[src/rtl/zoned_alarm_controller_if.sv]
// Sensor/command inputs and actuator/status outputs of the zoned alarm controller.
// Valid-only command port, no backpressure; master drives inputs, slave is the controller.
interface zoned_alarm_controller_if #(
    parameter int ZONES = 4
);
    logic             on_off;
    logic [ZONES-1:0] zone_trip;
    logic [4:0]       cmd;
    logic             cmd_valid;
    logic [3:0]       leds;
    logic             siren;
    logic             send;
    logic             lock;
    logic [2:0]       state;
    logic [ZONES-1:0] zone_latched;
    logic [ZONES-1:0] bypass;

    modport master (
        output on_off, zone_trip, cmd, cmd_valid,
        input  leds, siren, send, lock, state, zone_latched, bypass
    );

    modport slave (
        input  on_off, zone_trip, cmd, cmd_valid,
        output leds, siren, send, lock, state, zone_latched, bypass
    );
endinterface

[src/rtl/zoned_alarm_controller.sv]
// Multi-zone alarm FSM with entry delay, siren timeout, bypass and trip latching.
// Latency: 2 cycles input-to-output (input register + registered outputs); no backpressure.
module zoned_alarm_controller #(
    parameter int          ZONES         = 4,
    parameter logic [15:0] HUB_MASK      = 16'h0001,
    parameter int          ENTRY_DELAY   = 100,
    parameter int          SIREN_TIMEOUT = 1000
) (
    input  logic                     clock,
    input  logic                     reset,
    zoned_alarm_controller_if.slave  bus
);

    typedef enum logic [2:0] {
        S_DISARMED  = 3'd0,
        S_ARMED     = 3'd1,
        S_ENTRY     = 3'd2,
        S_ALARM     = 3'd3,
        S_EMERGENCY = 3'd4
    } state_t;

    localparam int CNT_MAX    = (ENTRY_DELAY > SIREN_TIMEOUT) ? ENTRY_DELAY : SIREN_TIMEOUT;
    localparam int CW         = $clog2(CNT_MAX + 1);
    localparam int ENTRY_LOAD = (ENTRY_DELAY > 0) ? ENTRY_DELAY - 1 : 0;
    localparam int SIREN_LOAD = SIREN_TIMEOUT - 1;

    localparam logic [4:0] CMD_DISARM = 5'h0A;
    localparam logic [4:0] CMD_ARM    = 5'h0B;
    localparam logic [4:0] CMD_PANIC  = 5'h0E;

    localparam logic [ZONES-1:0] HUB = HUB_MASK[ZONES-1:0];

    logic             on_off_r;
    logic             on_off_d;
    logic [ZONES-1:0] zone_trip_r;
    logic [4:0]       cmd_r;
    logic             cmd_valid_r;

    state_t           state_q;
    state_t           state_d;
    logic [CW-1:0]    cnt_q;
    logic [CW-1:0]    cnt_d;
    logic             alarm_enter;

    logic [3:0]       leds_q;
    logic [3:0]       leds_d;
    logic             siren_q;
    logic             siren_d;
    logic             send_q;
    logic             send_d;
    logic             lock_q;
    logic             lock_d;
    logic [ZONES-1:0] latched_q;
    logic [ZONES-1:0] bypass_q;

    logic             arm_rise;
    logic             cmd_disarm;
    logic             cmd_arm;
    logic             cmd_panic;
    logic             cmd_bypass;
    logic [ZONES-1:0] tog_mask;
    logic [ZONES-1:0] eff;
    logic             hub_trip;
    logic             perim_trip;

    always_ff @(posedge clock) begin
        if (reset) begin
            on_off_r    <= 1'b0;
            on_off_d    <= 1'b0;
            zone_trip_r <= '0;
            cmd_r       <= '0;
            cmd_valid_r <= 1'b0;
        end else begin
            on_off_r    <= bus.on_off;
            on_off_d    <= on_off_r;
            zone_trip_r <= bus.zone_trip;
            cmd_r       <= bus.cmd;
            cmd_valid_r <= bus.cmd_valid;
        end
    end

    assign arm_rise   = on_off_r & ~on_off_d;
    assign cmd_disarm = cmd_valid_r && (cmd_r == CMD_DISARM);
    assign cmd_arm    = cmd_valid_r && (cmd_r == CMD_ARM);
    assign cmd_panic  = cmd_valid_r && (cmd_r == CMD_PANIC);
    assign cmd_bypass = cmd_valid_r && cmd_r[4];

    assign eff        = zone_trip_r & ~bypass_q;
    assign hub_trip   = |(eff & HUB);
    assign perim_trip = |(eff & ~HUB);

    // Zone indices beyond ZONES never match, so out-of-range toggles are dropped.
    always_comb begin
        tog_mask = '0;
        for (int i = 0; i < ZONES; i++) begin
            tog_mask[i] = (cmd_r[3:0] == 4'(i));
        end
    end

    always_comb begin
        state_d     = state_q;
        cnt_d       = (cnt_q == '0) ? '0 : cnt_q - CW'(1);
        alarm_enter = 1'b0;
        case (state_q)
            S_DISARMED: begin
                if (cmd_arm || arm_rise) state_d = S_ARMED;
            end
            S_ARMED: begin
                if (cmd_disarm) begin
                    state_d = S_DISARMED;
                end else if (cmd_panic || hub_trip) begin
                    state_d = S_EMERGENCY;
                end else if (perim_trip) begin
                    if (ENTRY_DELAY == 0) begin
                        state_d     = S_ALARM;
                        cnt_d       = CW'(SIREN_LOAD);
                        alarm_enter = 1'b1;
                    end else begin
                        state_d = S_ENTRY;
                        cnt_d   = CW'(ENTRY_LOAD);
                    end
                end
            end
            S_ENTRY: begin
                if (cmd_disarm) begin
                    state_d = S_DISARMED;
                end else if (cmd_panic || hub_trip) begin
                    state_d = S_EMERGENCY;
                end else if (cnt_q == '0) begin
                    state_d     = S_ALARM;
                    cnt_d       = CW'(SIREN_LOAD);
                    alarm_enter = 1'b1;
                end
            end
            S_ALARM: begin
                if (cmd_disarm)                   state_d = S_DISARMED;
                else if (cmd_panic || hub_trip)   state_d = S_EMERGENCY;
                else if (cmd_arm)                 state_d = S_ARMED;
            end
            S_EMERGENCY: begin
                if (cmd_disarm)    state_d = S_DISARMED;
                else if (cmd_arm)  state_d = S_ARMED;
            end
            default: state_d = S_DISARMED;
        endcase
    end

    // Outputs are decoded from the next state so they register on the same edge as state.
    always_comb begin
        leds_d  = 4'b0001;
        siren_d = 1'b0;
        send_d  = 1'b0;
        lock_d  = 1'b0;
        case (state_d)
            S_ARMED:  leds_d = 4'b0010;
            S_ENTRY:  leds_d = 4'b0011;
            S_ALARM: begin
                leds_d  = 4'b0100;
                send_d  = 1'b1;
                siren_d = alarm_enter || (cnt_q != '0);
            end
            S_EMERGENCY: begin
                leds_d  = 4'b1000;
                siren_d = 1'b1;
                send_d  = 1'b1;
                lock_d  = 1'b1;
            end
            default: leds_d = 4'b0001;
        endcase
    end

    always_ff @(posedge clock) begin
        if (reset) begin
            state_q   <= S_DISARMED;
            cnt_q     <= '0;
            leds_q    <= 4'b0001;
            siren_q   <= 1'b0;
            send_q    <= 1'b0;
            lock_q    <= 1'b0;
            latched_q <= '0;
            bypass_q  <= '0;
        end else begin
            state_q <= state_d;
            cnt_q   <= cnt_d;
            leds_q  <= leds_d;
            siren_q <= siren_d;
            send_q  <= send_d;
            lock_q  <= lock_d;
            if (state_q == S_DISARMED) begin
                if (state_d == S_ARMED) latched_q <= '0;
                if (cmd_bypass)         bypass_q  <= bypass_q ^ tog_mask;
            end else begin
                latched_q <= latched_q | eff;
            end
        end
    end

    assign bus.state        = state_q;
    assign bus.leds         = leds_q;
    assign bus.siren        = siren_q;
    assign bus.send         = send_q;
    assign bus.lock         = lock_q;
    assign bus.zone_latched = latched_q;
    assign bus.bypass       = bypass_q;

endmodule
[src/flat_wrapper.sv]
// flat-port wrapper written by rule: the top's interface ports become plain ports
module zoned_alarm_controller_flat 
#(
    parameter int          ZONES         = 4,
    parameter logic [15:0] HUB_MASK      = 16'h0001,
    parameter int          ENTRY_DELAY   = 100,
    parameter int          SIREN_TIMEOUT = 1000
)
  (clock, reset, bus_on_off, bus_zone_trip, bus_cmd, bus_cmd_valid, bus_leds, bus_siren, bus_send, bus_lock, bus_state, bus_zone_latched, bus_bypass);
  zoned_alarm_controller_if #(.ZONES(ZONES)) bus_i ();
  input  logic clock;
  input  logic reset;
  input wire logic [$bits(bus_i.on_off)-1:0] bus_on_off;
  input wire logic [$bits(bus_i.zone_trip)-1:0] bus_zone_trip;
  input wire logic [$bits(bus_i.cmd)-1:0] bus_cmd;
  input wire logic [$bits(bus_i.cmd_valid)-1:0] bus_cmd_valid;
  output wire logic [$bits(bus_i.leds)-1:0] bus_leds;
  output wire logic [$bits(bus_i.siren)-1:0] bus_siren;
  output wire logic [$bits(bus_i.send)-1:0] bus_send;
  output wire logic [$bits(bus_i.lock)-1:0] bus_lock;
  output wire logic [$bits(bus_i.state)-1:0] bus_state;
  output wire logic [$bits(bus_i.zone_latched)-1:0] bus_zone_latched;
  output wire logic [$bits(bus_i.bypass)-1:0] bus_bypass;
  assign bus_i.on_off = bus_on_off;
  assign bus_i.zone_trip = bus_zone_trip;
  assign bus_i.cmd = bus_cmd;
  assign bus_i.cmd_valid = bus_cmd_valid;
  assign bus_leds = bus_i.leds;
  assign bus_siren = bus_i.siren;
  assign bus_send = bus_i.send;
  assign bus_lock = bus_i.lock;
  assign bus_state = bus_i.state;
  assign bus_zone_latched = bus_i.zone_latched;
  assign bus_bypass = bus_i.bypass;
  zoned_alarm_controller #(.ZONES(ZONES), .HUB_MASK(HUB_MASK), .ENTRY_DELAY(ENTRY_DELAY), .SIREN_TIMEOUT(SIREN_TIMEOUT)) u_core (.clock(clock), .reset(reset), .bus(bus_i));
endmodule
[config.mk]
export PLATFORM = sky130hd
export DESIGN_NAME = zoned_alarm_controller_flat
export DESIGN_NICKNAME = d
export VERILOG_FILES = /design/src/rtl/zoned_alarm_controller_if.sv /design/src/rtl/zoned_alarm_controller.sv /design/src/flat_wrapper.sv
export SDC_FILE = /design/constraint.sdc
export NUM_CORES = 1
export LEC_CHECK = 0
export BUFFER_PORTS_ARGS = -buffer_cell sky130_fd_sc_hd__buf_2
export CAP_MARGIN = 20
export CORE_MARGIN = 1
export CORE_UTILIZATION = 50
export CTS_CLUSTER_SIZE = 24
export DETAILED_ROUTE_END_ITERATION = 10
export PLACE_DENSITY = 0.73
export SETUP_SLACK_MARGIN = 0.2
export SLEW_MARGIN = 20
export SYNTH_ARGS = -nofsm -noshare
export SYNTH_HDL_FRONTEND = slang
export SYNTH_SLANG_ARGS = --single-unit
[constraint.sdc]
create_clock -name clock -period 5.77 [get_ports clock]
set_clock_uncertainty 0.2 [all_clocks]
set_input_delay 0.2885 -clock clock [delete_from_list [all_inputs] [get_ports clock]]
set_output_delay 0.2885 -clock clock [all_outputs]
set_load 0.05 [all_outputs]
==> results of run 1 <==
-- placed cells by master, fill, tap and decap left out, types with 2 or more instances in the layout --
| cell | instances |
|---|---|
| bufinv_16 | 2 |
| o21ai_1 | 2 |
| o41ai_1 | 2 |
| nor3_1 | 5 |
| inv_1 | 8 |
| nor2_1 | 15 |
| nand2_1 | 8 |
| nor2b_1 | 17 |
| xor2_1 | 4 |
| dlygate4sd3_1 | 11 |
| a31oi_1 | 4 |
| nand2b_1 | 8 |
| clkbuf_4 | 5 |
| buf_2 | 30 |
| xnor2_1 | 5 |
| o21ai_0 | 3 |
| a211oi_1 | 2 |
| and3_1 | 2 |
| nand3_1 | 5 |
| nor4_1 | 2 |
| or4_1 | 2 |
| dfxtp_1 | 40 |
| a21oi_1 | 9 |
-- path summary, 6_finish.rpt --
kind                                            startpoint                    endpoint  slack (ps)  cells past startpoint
worst max-delay path                       u_core.cnt_q[0]             u_core.cnt_q[6]        3360                      7
worst min-delay path                                 reset         u_core.bus.state[1]         200                      2
worst max register to register             u_core.cnt_q[0]             u_core.cnt_q[6]        3360                      7
worst min register to register  u_core.bus.zone_latched[1]  u_core.bus.zone_latched[1]         270                      2
-- layer usage --
metal / up-vias / GRT usage / routed length, um
met5: - / 0 / 0
met4: 0 / 0.1327 / 66
met3: 7 / 0.05275 / 142
met2: 32 / 0.3580 / 1584
met1: 614 / 0.2266 / 1314
li1: 680 / - / -
-- per-stage QoR --
stage | total power [uW] | hold WS (ps) | setup slack, ps | instance area, um^2
2_1_floorplan | 504.8 | 185.2 | 3565 | 1589
3_3_place_gp | 537.9 | 247.6 | 3488 | 1775
3_5_place_dp | 544.5 | 252.0 | 3416 | 1775
4_1_cts | 770.0 | 190.2 | 3375 | 1983
5_1_grt | 811.3 | 231.6 | 3174 | 1983
6_report | 764.7 | 201.3 | 3357 | 1983
-- flip-flops by register name, summed over array words and instances, names as in the netlist --
signal,cells
u_core.cmd_r,5
u_core.zone_trip_r,4
u_core.cnt_q,10
u_core.bus.siren,1
u_core.bus.send,1
u_core.bus.zone_latched,4
u_core.on_off_r,1
u_core.bus.lock,1
u_core.on_off_d,1
u_core.bus.leds,4
u_core.bus.bypass,4
u_core.cmd_valid_r,1
u_core.bus.state,3
-- power by group through the flow --
stage / Combinational (uW) / Sequential (uW) / Clock [uW]
2_1_floorplan: 154 / 350 / 0
3_3_place_gp: 200 / 338 / 0
3_5_place_dp: 204 / 340 / 0
4_1_cts: 212 / 335 / 223
5_1_grt: 240 / 340 / 231
6_report: 212 / 335 / 217
-- cell families after synthesis --
kind of cell             synth area share
AO/OA/AOI/OAI                      0.1496
XOR/XNOR                          0.04960
adder cells (fa/ha/maj)          0.007873
buffers and inverters             0.03071
flip-flops                         0.5039
AND/OR/NAND/NOR                    0.2583
-- area by class of cell --
type	instances	area, um^2
well taps	44	55.05
clock buffers	5	37.54
flip-flops and latches	40	800.8
multi-input cells	116	739.5
clock inverters	2	60.06
repair buffers	41	260.3
fillers	269	1045
inverters	8	30.03
-- what timing repair did --
item | CTS | global route
hold buffers | 11 | 0
buffers inserted | 0 | 0
hold endpoints to repair | 11 | 0
resized for setup | 0 | 0
==> qor.yml, run 1 <==
status: "complete, no violations"
worstPathCellList: "inv_1 -> ha_1 -> or3b_2 -> nor4_1 -> and3_1 -> o21ai_1 -> a21oi_1"
rows: 20
rsz0062_at_grt: "false"
switchingPower_uw: 231.7
hpwl_um: 2126
worst-endpoint-required_ps: 5840
cpMaxStageDelayCell: "or3b_2"
die_h_um: 58.38
nets: 226
gp_congestion: 0.8721
yosysTopAreaCellShare: 0.5039
yosysMostFrequentCell: "dfxtp_1"
cp_slowest_stage_delay_ps: 520
cpLargestDelayFamily: "simple AND/OR/NAND/NOR gates"
peakVddDrop_v: 0.0002424
max_freq_mhz: 414.5
synth_enable_flop_cells: 0
leakagePower_uw: 0.0008630
yosys.cell_types.count: 41
maxSlewViolCount: 0
core_area_um2: 3028
initial_utilization: 0.5248
grt_pass1_vias: 1244
ys_seq_elements: 40
hold_path_class: "input pin to register"
netlist_area_um2: 1589
dieArea_um2: 3408
start_kind: "register"
final.period_utilization: 0.4181
ys.flop_type: "dfxtp_1"
synth_nets: 183
max_cap_viol_count: 0
grt_pass1_wl_um: 5271
yosys-top-cells-count: "dfxtp_1 (40), nor2b_1 (17), nor2_1 (15)"
final_antenna_net_count: 0
worst_pin_slew_ps: 605.3
critPathMaxFanout: 4
cts_tree: "yes"
timing.final.hold_violations: 0
grt_max_degree: 32
avgSynthCellArea_um2: 9.403
viasPerCell: 5.207
cts_buffer_depth: 2
switching_share: 0.3030
finalNonFillerCells: 256
grt_usage: 0.2074
root_buffer: "clkbuf_4"
finalSetupTns_ps: 0
antenna_found_initial: 0
synth_seq_area_share: 0.5039
p_int_uw: 533.0
async_flop_share: 0
drive_above_1_share: 0.2075
slew_headroom: 0.5927
setup_viol: 0
drc_errors: 0
drt_iter0_markers: 33
cp_num_buf_inv: 1
cts_sinks: 40
arrival_ps: 2490
insertedDiodeCount: 0
p_seq_frac: 0.439
power.density_nw_per_um2: 385.6
postSynthCellCount: 169
dr.pass1.iters: 4
area.growth.synth_to_final_pct: 24.80
io_pins: 31
wl_per_cell_um: 12.14
pwr-share-comb: 0.277
htree_levels: 2
clk_pin_slew_ps: 110
cts_buffers: 5
synth_area_leaders: "dfxtp_1 (50%), nor2b_1 (6.7%), nor2_1 (3.5%), nand2b_1 (3.1%), a21oi_1 (2.8%)"
endpoint_kind: "register"
wl_um: 3107
numPortBuffers: 30
yosysTopAreaCell: "dfxtp_1"
place_inst: 238
finalCriticalPeriod_ps: 2413
via_count: 1333
clock_latency_ps: 340
grt-ovfl-total: 0
worstSetupPathType: "register to register"
yosysWarnings: 0
clock_power_share: 0.284
finalCoreUtilization: 0.6550
dieWidth_um: 58.38
(Power assumes the default switching activity.)
==> inputs of run 2 (changes only) <==
- clock period: 5.77 -> 2.4 ns (I/O delays scaled with it)
==> run 2 against run 1 <==
Compared with the run above: via count up 2.1%; setup slack worse by 3200 ps; clock power up 33%; critical path type unchanged.
==> qor.yml, run 2 (synthesis gave the netlist of run 1 again) <==
seqCellArea_um2: 805.8  # +0.63%
slew_headroom: 0.6493  # +0.05655
largest_reg_flops: 10  # unchanged
nets: 232  # +2.7%
finalCoreUtilization: 0.6694  # +0.01446
final_common_cell: "dfxtp_1"
rows: 20  # unchanged
endpoint_kind: "register"
final_antenna_net_count: 0  # unchanged
rsz0062_at_grt: "true"
peakVddDrop_v: 0.0004160  # +72%
max_cap_viol_count: 0  # unchanged
initial_utilization: 0.5248  # unchanged
drive_above_1_share: 0.2824  # +0.07486
cts_tree: "yes"
finalSetupTns_ps: 0  # unchanged
setup_viol: 0  # unchanged
nFillCells: 251  # -6.7%
via_count: 1361  # +2.1%
arrival_ps: 2280  # -210 ps
grt_usage: 0.2099  # +0.002462
wl_per_cell_um: 12.68  # +4.5%
p_seq_frac: 0.472  # +0.033
antenna_found_initial: 0  # unchanged
worst_pin_slew_ps: 526.1  # -79.24 ps
cpMaxStageDelayCell: "or3b_4"
leakagePower_uw: 0.0008764  # +1.6%
io_pins: 31  # unchanged
switchingPower_uw: 582.6  # +150%
clock_power_share: 0.167  # -0.117
fin_area_um2: 2027  # +2.2%
hold_ws_ps: 38.16  # -163.2 ps
core_area_um2: 3028  # unchanged
max_freq_mhz: 453.3  # +9.4%
critPathMaxFanout: 3  # -1
cts_buffers: 5  # unchanged
grt_max_degree: 32  # unchanged
reg_top3: "u_core.cnt_q: 10 flops, u_core.cmd_r: 5 flops"
timing.final.hold_violations: 0  # unchanged
root_buffer: "clkbuf_4"
maxSlewViolCount: 0  # unchanged
critPathMostFrequentCell: "or3b_4"
dieWidth_um: 58.38  # unchanged
drc_errors: 0  # unchanged
switching_share: 0.3374  # +0.03443
p_int_uw: 1144  # +110%
worstSetupPathType: "register to register"
numPortBuffers: 30  # unchanged
htree_levels: 2  # unchanged
dr.pass1.iters: 4  # unchanged
cts_sinks: 40  # unchanged
grt-ovfl-total: 0  # unchanged
r2r_start: "u_core.cnt_q[1]"
finalCriticalPeriod_ps: 2206  # -206.3 ps
clk_pin_slew_ps: 110  # about the same
pwr-share-comb: 0.361  # +0.084
cts_buffer_depth: 2  # unchanged
grt_pass1_vias: 1227  # -1.4%
hold_path_class: "input pin to register"
placed_cell_area_um2: 1793  # +0.99%
hold_start: "reset"
dieArea_um2: 3408  # unchanged
mostFrequentLayoutCells: "dfxtp_1 (36), buf_2 (30), nor2b_1 (17)"
worst-endpoint-required_ps: 2470  # -3370 ps
status: "complete, no violations"
hpwl_um: 2173  # +2.2%
die_h_um: 58.38  # unchanged
multi_input_area_um2: 793.3  # +7.3%
r2r_slack_ps: 190  # -3160 ps
wl_um: 3296  # +6.1%
area.growth.synth_to_final_pct: 27.56
drt_iter0_markers: 31  # -6.1%
insertedDiodeCount: 0  # unchanged
cp_slowest_stage_delay_ps: 410  # -110 ps
start_kind: "register"
power.density_nw_per_um2: 852.0  # +120%
gp_congestion: 0.8333  # -4.4%
worstPathCellList: "inv_2 -> ha_4 -> or3b_4 -> o41ai_2 -> a32o_2 -> or3b_4 -> o21bai_4"
clock_latency_ps: 340  # about the same
crit_start: "u_core.cnt_q[1]"
regMostFlops: "u_core.cnt_q"
grt_pass1_wl_um: 5237  # -0.65%
final.period_utilization: 0.9193  # +0.5011
p_total_uw: 1727  # +130%
viasPerCell: 5.235  # +0.53%
run 2: timing repair:
item                       CTS  global route
setup endpoints to repair    2            12
setup buffers                3             1
gates resized for setup     11             4
hold buffers                11             0
hold endpoints to repair    11             0
pin swaps                    5             1
run 2: worst paths after layout:
| check | endpoint | cells after the start |
|---|---|---|
| setup reg to reg | u_core.bus.siren | 7 |
| hold reg to reg | u_core.bus.zone_latched[2] | 2 |
| hold / removal | u_core.bus.bypass[1] | 2 |
| setup / recovery | u_core.bus.siren | 7 |
run 2: critical path: cells and delay by family, from the launching register on:
family                   cells  cell delay, ps
AO/OA/AOI/OAI                3             620
flip-flops                   1             350
AND/OR/NAND/NOR              2             790
adder cells (fa/ha/maj)      1             120
buffers and inverters        1              60
run 2: metrics by stage:
step | worst slack [ps] | std cells
2_1_floorplan | 202.9 | 169
3_3_place_gp | 194.0 | 240
3_5_place_dp | 142.9 | 240
4_1_cts | 186.5 | 259
5_1_grt | 129.3 | 260
6_report | 193.8 | 260
run 2: power by group through the flow:
stage	clock (uW)	combinational, uW	sequential [uW]
2_1_floorplan	0	379	843
5_1_grt	331	677	826
6_report	288	624	815
4_1_cts	293	612	811
3_5_place_dp	0	518	818
3_3_place_gp	0	504	812
run 2: layer usage:
layer	global-route usage	part of all wire	vias to the layer above
met3	0.07912	0.044	10
met1	0.2172	0.42	632
met4	0.1156	0.026	0
met2	0.3662	0.51	31
met5	0	0	-
li1	-	-	688
run 2: layout make-up:
| cell class | count | share of cell area |
|---|---|---|
| inverter | 8 | 0.01481 |
| multi-input combinational | 116 | 0.3914 |
| clock buffer | 5 | 0.01852 |
| timing repair buffer | 47 | 0.1506 |
| tap | 44 | 0.02716 |
| sequential | 40 | 0.3975 |
==> inputs of run 3 (changes only) <==
- CORE_UTILIZATION: 50 -> 48
- PLACE_DENSITY: 0.73 -> 0.74
- clock period: 2.4 -> 1.8 ns (I/O delays scaled with it)
==> run 3 against run 2 <==
Compared with the run above: the run now ends with setup timing left; largest power group is now combinational logic; sequential share of layout area down 6.5 points; global-route usage up 3.8 points; die area grew 4.0%; clock power rose by 66%; non-clock buffer count is 30 higher; via count grew 13%; hold slack improved by 220 ps; cell count up 13%; critical path depth decreased by 2.
==> qor.yml, run 3 (synthesis gave the netlist of run 1 again) <==
status: "finished, violations left"
violations: "setup timing"
final.period_utilization: 1.237  # +0.3180
grt_usage: 0.2483  # +0.03842
core_area_um2: 3103  # +2.5%
place_ws_ps: -356.9  # -499.8 ps
dieArea_um2: 3544  # +4.0%
wl_per_cell_um: 14.11  # +11%
drc_errors: 0  # unchanged
arrival_ps: 2330  # +50 ps
final_antenna_net_count: 0  # unchanged
cts_buffer_depth: 2  # unchanged
cts_tree: "yes"
io_pins: 31  # unchanged
viasPerCell: 5.232  # about the same
worstPathCellList: "or4_4 -> o41ai_2 -> a32o_2 -> or3b_4 -> o21bai_2"
largest_reg_flops: 10  # unchanged
nets: 262  # +13%
gp_congestion: 0.8810  # +5.7%
rsz0062_at_grt: "true"
cts_sinks: 40  # unchanged
critPathMaxFanout: 3  # unchanged
max_cap_viol_count: 0  # unchanged
cpMaxStageDelayCell: "or4_4"
grt_pass1_vias: 1524  # +24%
finalCoreUtilization: 0.8004  # +0.1310
worst_pin_slew_ps: 651.7  # +125.6 ps
clock_power_share: 0.167  # about the same
clk_pin_slew_ps: 120  # about the same
finalWorstSetupSlack_ps: -427.1  # -620.9 ps
mostFrequentLayoutCells: "buf_2 (30), buf_4 (29), dfxtp_1 (26)"
grt_pass1_wl_um: 6396  # +22%
cp_slowest_stage_delay_ps: 560  # +150 ps
place_inst: 264  # +10%
wl_um: 4135  # +25%
grt_max_degree: 32  # unchanged
finalNonFillerCells: 293  # +13%
drt_iter0_markers: 66  # +110%
clock_latency_ps: 360  # +20 ps
htree_levels: 2  # unchanged
rows: 20  # unchanged
start_kind: "register"
via_count: 1533  # +13%
root_buffer: "clkbuf_4"
reg_top3: "u_core.cnt_q: 10 flops, u_core.cmd_r: 5 flops"
setup_viol: 15  # +15
worstSetupPathType: "register to register"
numPortBuffers: 30  # unchanged
antenna_found_initial: 0  # unchanged
pwr-share-comb: 0.461  # +0.100
dr.pass1.iters: 4  # unchanged
switchingPower_uw: 988.3  # +70%
grt-ovfl-total: 0  # unchanged
leakagePower_uw: 0.001090  # +24%
finalCriticalPeriod_ps: 2227  # +20.90 ps
final_common_cell: "buf_2"
nFillCells: 207  # -18%
p_seq_frac: 0.373  # -0.099
cts_buffers: 5  # unchanged
maxSlewViolCount: 0  # unchanged
switching_share: 0.3441  # +0.006718
regMostFlops: "u_core.cnt_q"
dieWidth_um: 59.54  # +2.0%
p_int_uw: 1884  # +65%
drive_above_1_share: 0.4859  # +0.2035
worst-endpoint-required_ps: 1900  # -570 ps
slew_headroom: 0.5656  # -0.08371
timing.final.hold_violations: 0  # unchanged
initial_utilization: 0.5121  # -0.01270
area.growth.synth_to_final_pct: 56.30
endpoint_kind: "register"
finalSetupTns_ps: -5137  # -5137 ps
peakVddDrop_v: 0.0006362  # +53%
insertedDiodeCount: 0  # unchanged
max_freq_mhz: 449.0  # -0.94%
hold_path_class: "register to register"
power.density_nw_per_um2: 1156  # +36%
die_h_um: 59.54  # +2.0%
hpwl_um: 2599  # +20%
## run 3: changes by cell type in the layout (fill, tap and decap cells not counted), sizes merged
cell,change
clkinv,+2
dlygate4sd3,+1
clkbuf,+1
buf,+29
## run 3: final cells by class
class	count	area, um^2	share of cell area
multi-input combinational	116	952.2	0.3834
clock inverter	2	10.01	0.004030
sequential	40	825.8	0.3325
tap	44	55.05	0.02217
inverter	8	30.03	0.01209
clock buffer	6	51.30	0.02065
timing repair buffer	77	559.3	0.2252
## run 3: repair_timing
| action | 4_1_cts | 5_1_grt |
|---|---|---|
| pin swaps | 5 | 6 |
| gates resized for setup | 19 | 17 |
| setup buffers | 5 | 4 |
| setup endpoints to repair | 28 | 28 |
| endpoints found under the hold margin | 12 | 0 |
| hold buffers | 12 | 0 |
## run 3: power by group through the flow
| stage | combinational (uW) | clock [uW] | sequential, uW |
|---|---|---|---|
| floorplan | 590 | 0 | 1130 |
| global placement | 943 | 0 | 1070 |
| detailed placement | 982 | 0 | 1070 |
| CTS | 1110 | 492 | 1060 |
| global route | 1410 | 526 | 1080 |
| finish | 1320 | 479 | 1070 |
## run 3: metrics by stage
| step | instance area, um^2 | power, uW | hold slack, ps |
|---|---|---|---|
| finish | 2484 | 2872 | 256.3 |
| global route | 2484 | 3018 | 272.5 |
| CTS | 2376 | 2659 | 252.1 |
| detailed placement | 2073 | 2054 | 101.6 |
| global placement | 2073 | 2008 | 97.57 |
| floorplan | 1703 | 1721 | -30.29 |
## run 3: worst max-delay path: cells and delay by family (launching register included)
family,cells,cell delay [ps]
and+or+nand+nor,2,950
DFF,1,350
AOI/OAI and AO/OA,3,670
## run 3: final timing paths
kind	slack (ps)	startpoint	cells past startpoint	to
worst max-delay path	-430	u_core.cnt_q[5]	5	u_core.bus.siren
worst min register to register	260	u_core.on_off_r	1	u_core.on_off_d
worst min-delay path	260	u_core.on_off_r	1	u_core.on_off_d
worst max register to register	-430	u_core.cnt_q[5]	5	u_core.bus.siren
## run 3: layer usage
| layer | routed length (um) | GRT usage |
|---|---|---|
| met4 | 132 | 0.1528 |
| met1 | 1642 | 0.2520 |
| met3 | 121 | 0.06550 |
| met2 | 2238 | 0.4494 |
| met5 | 0 | 0 |
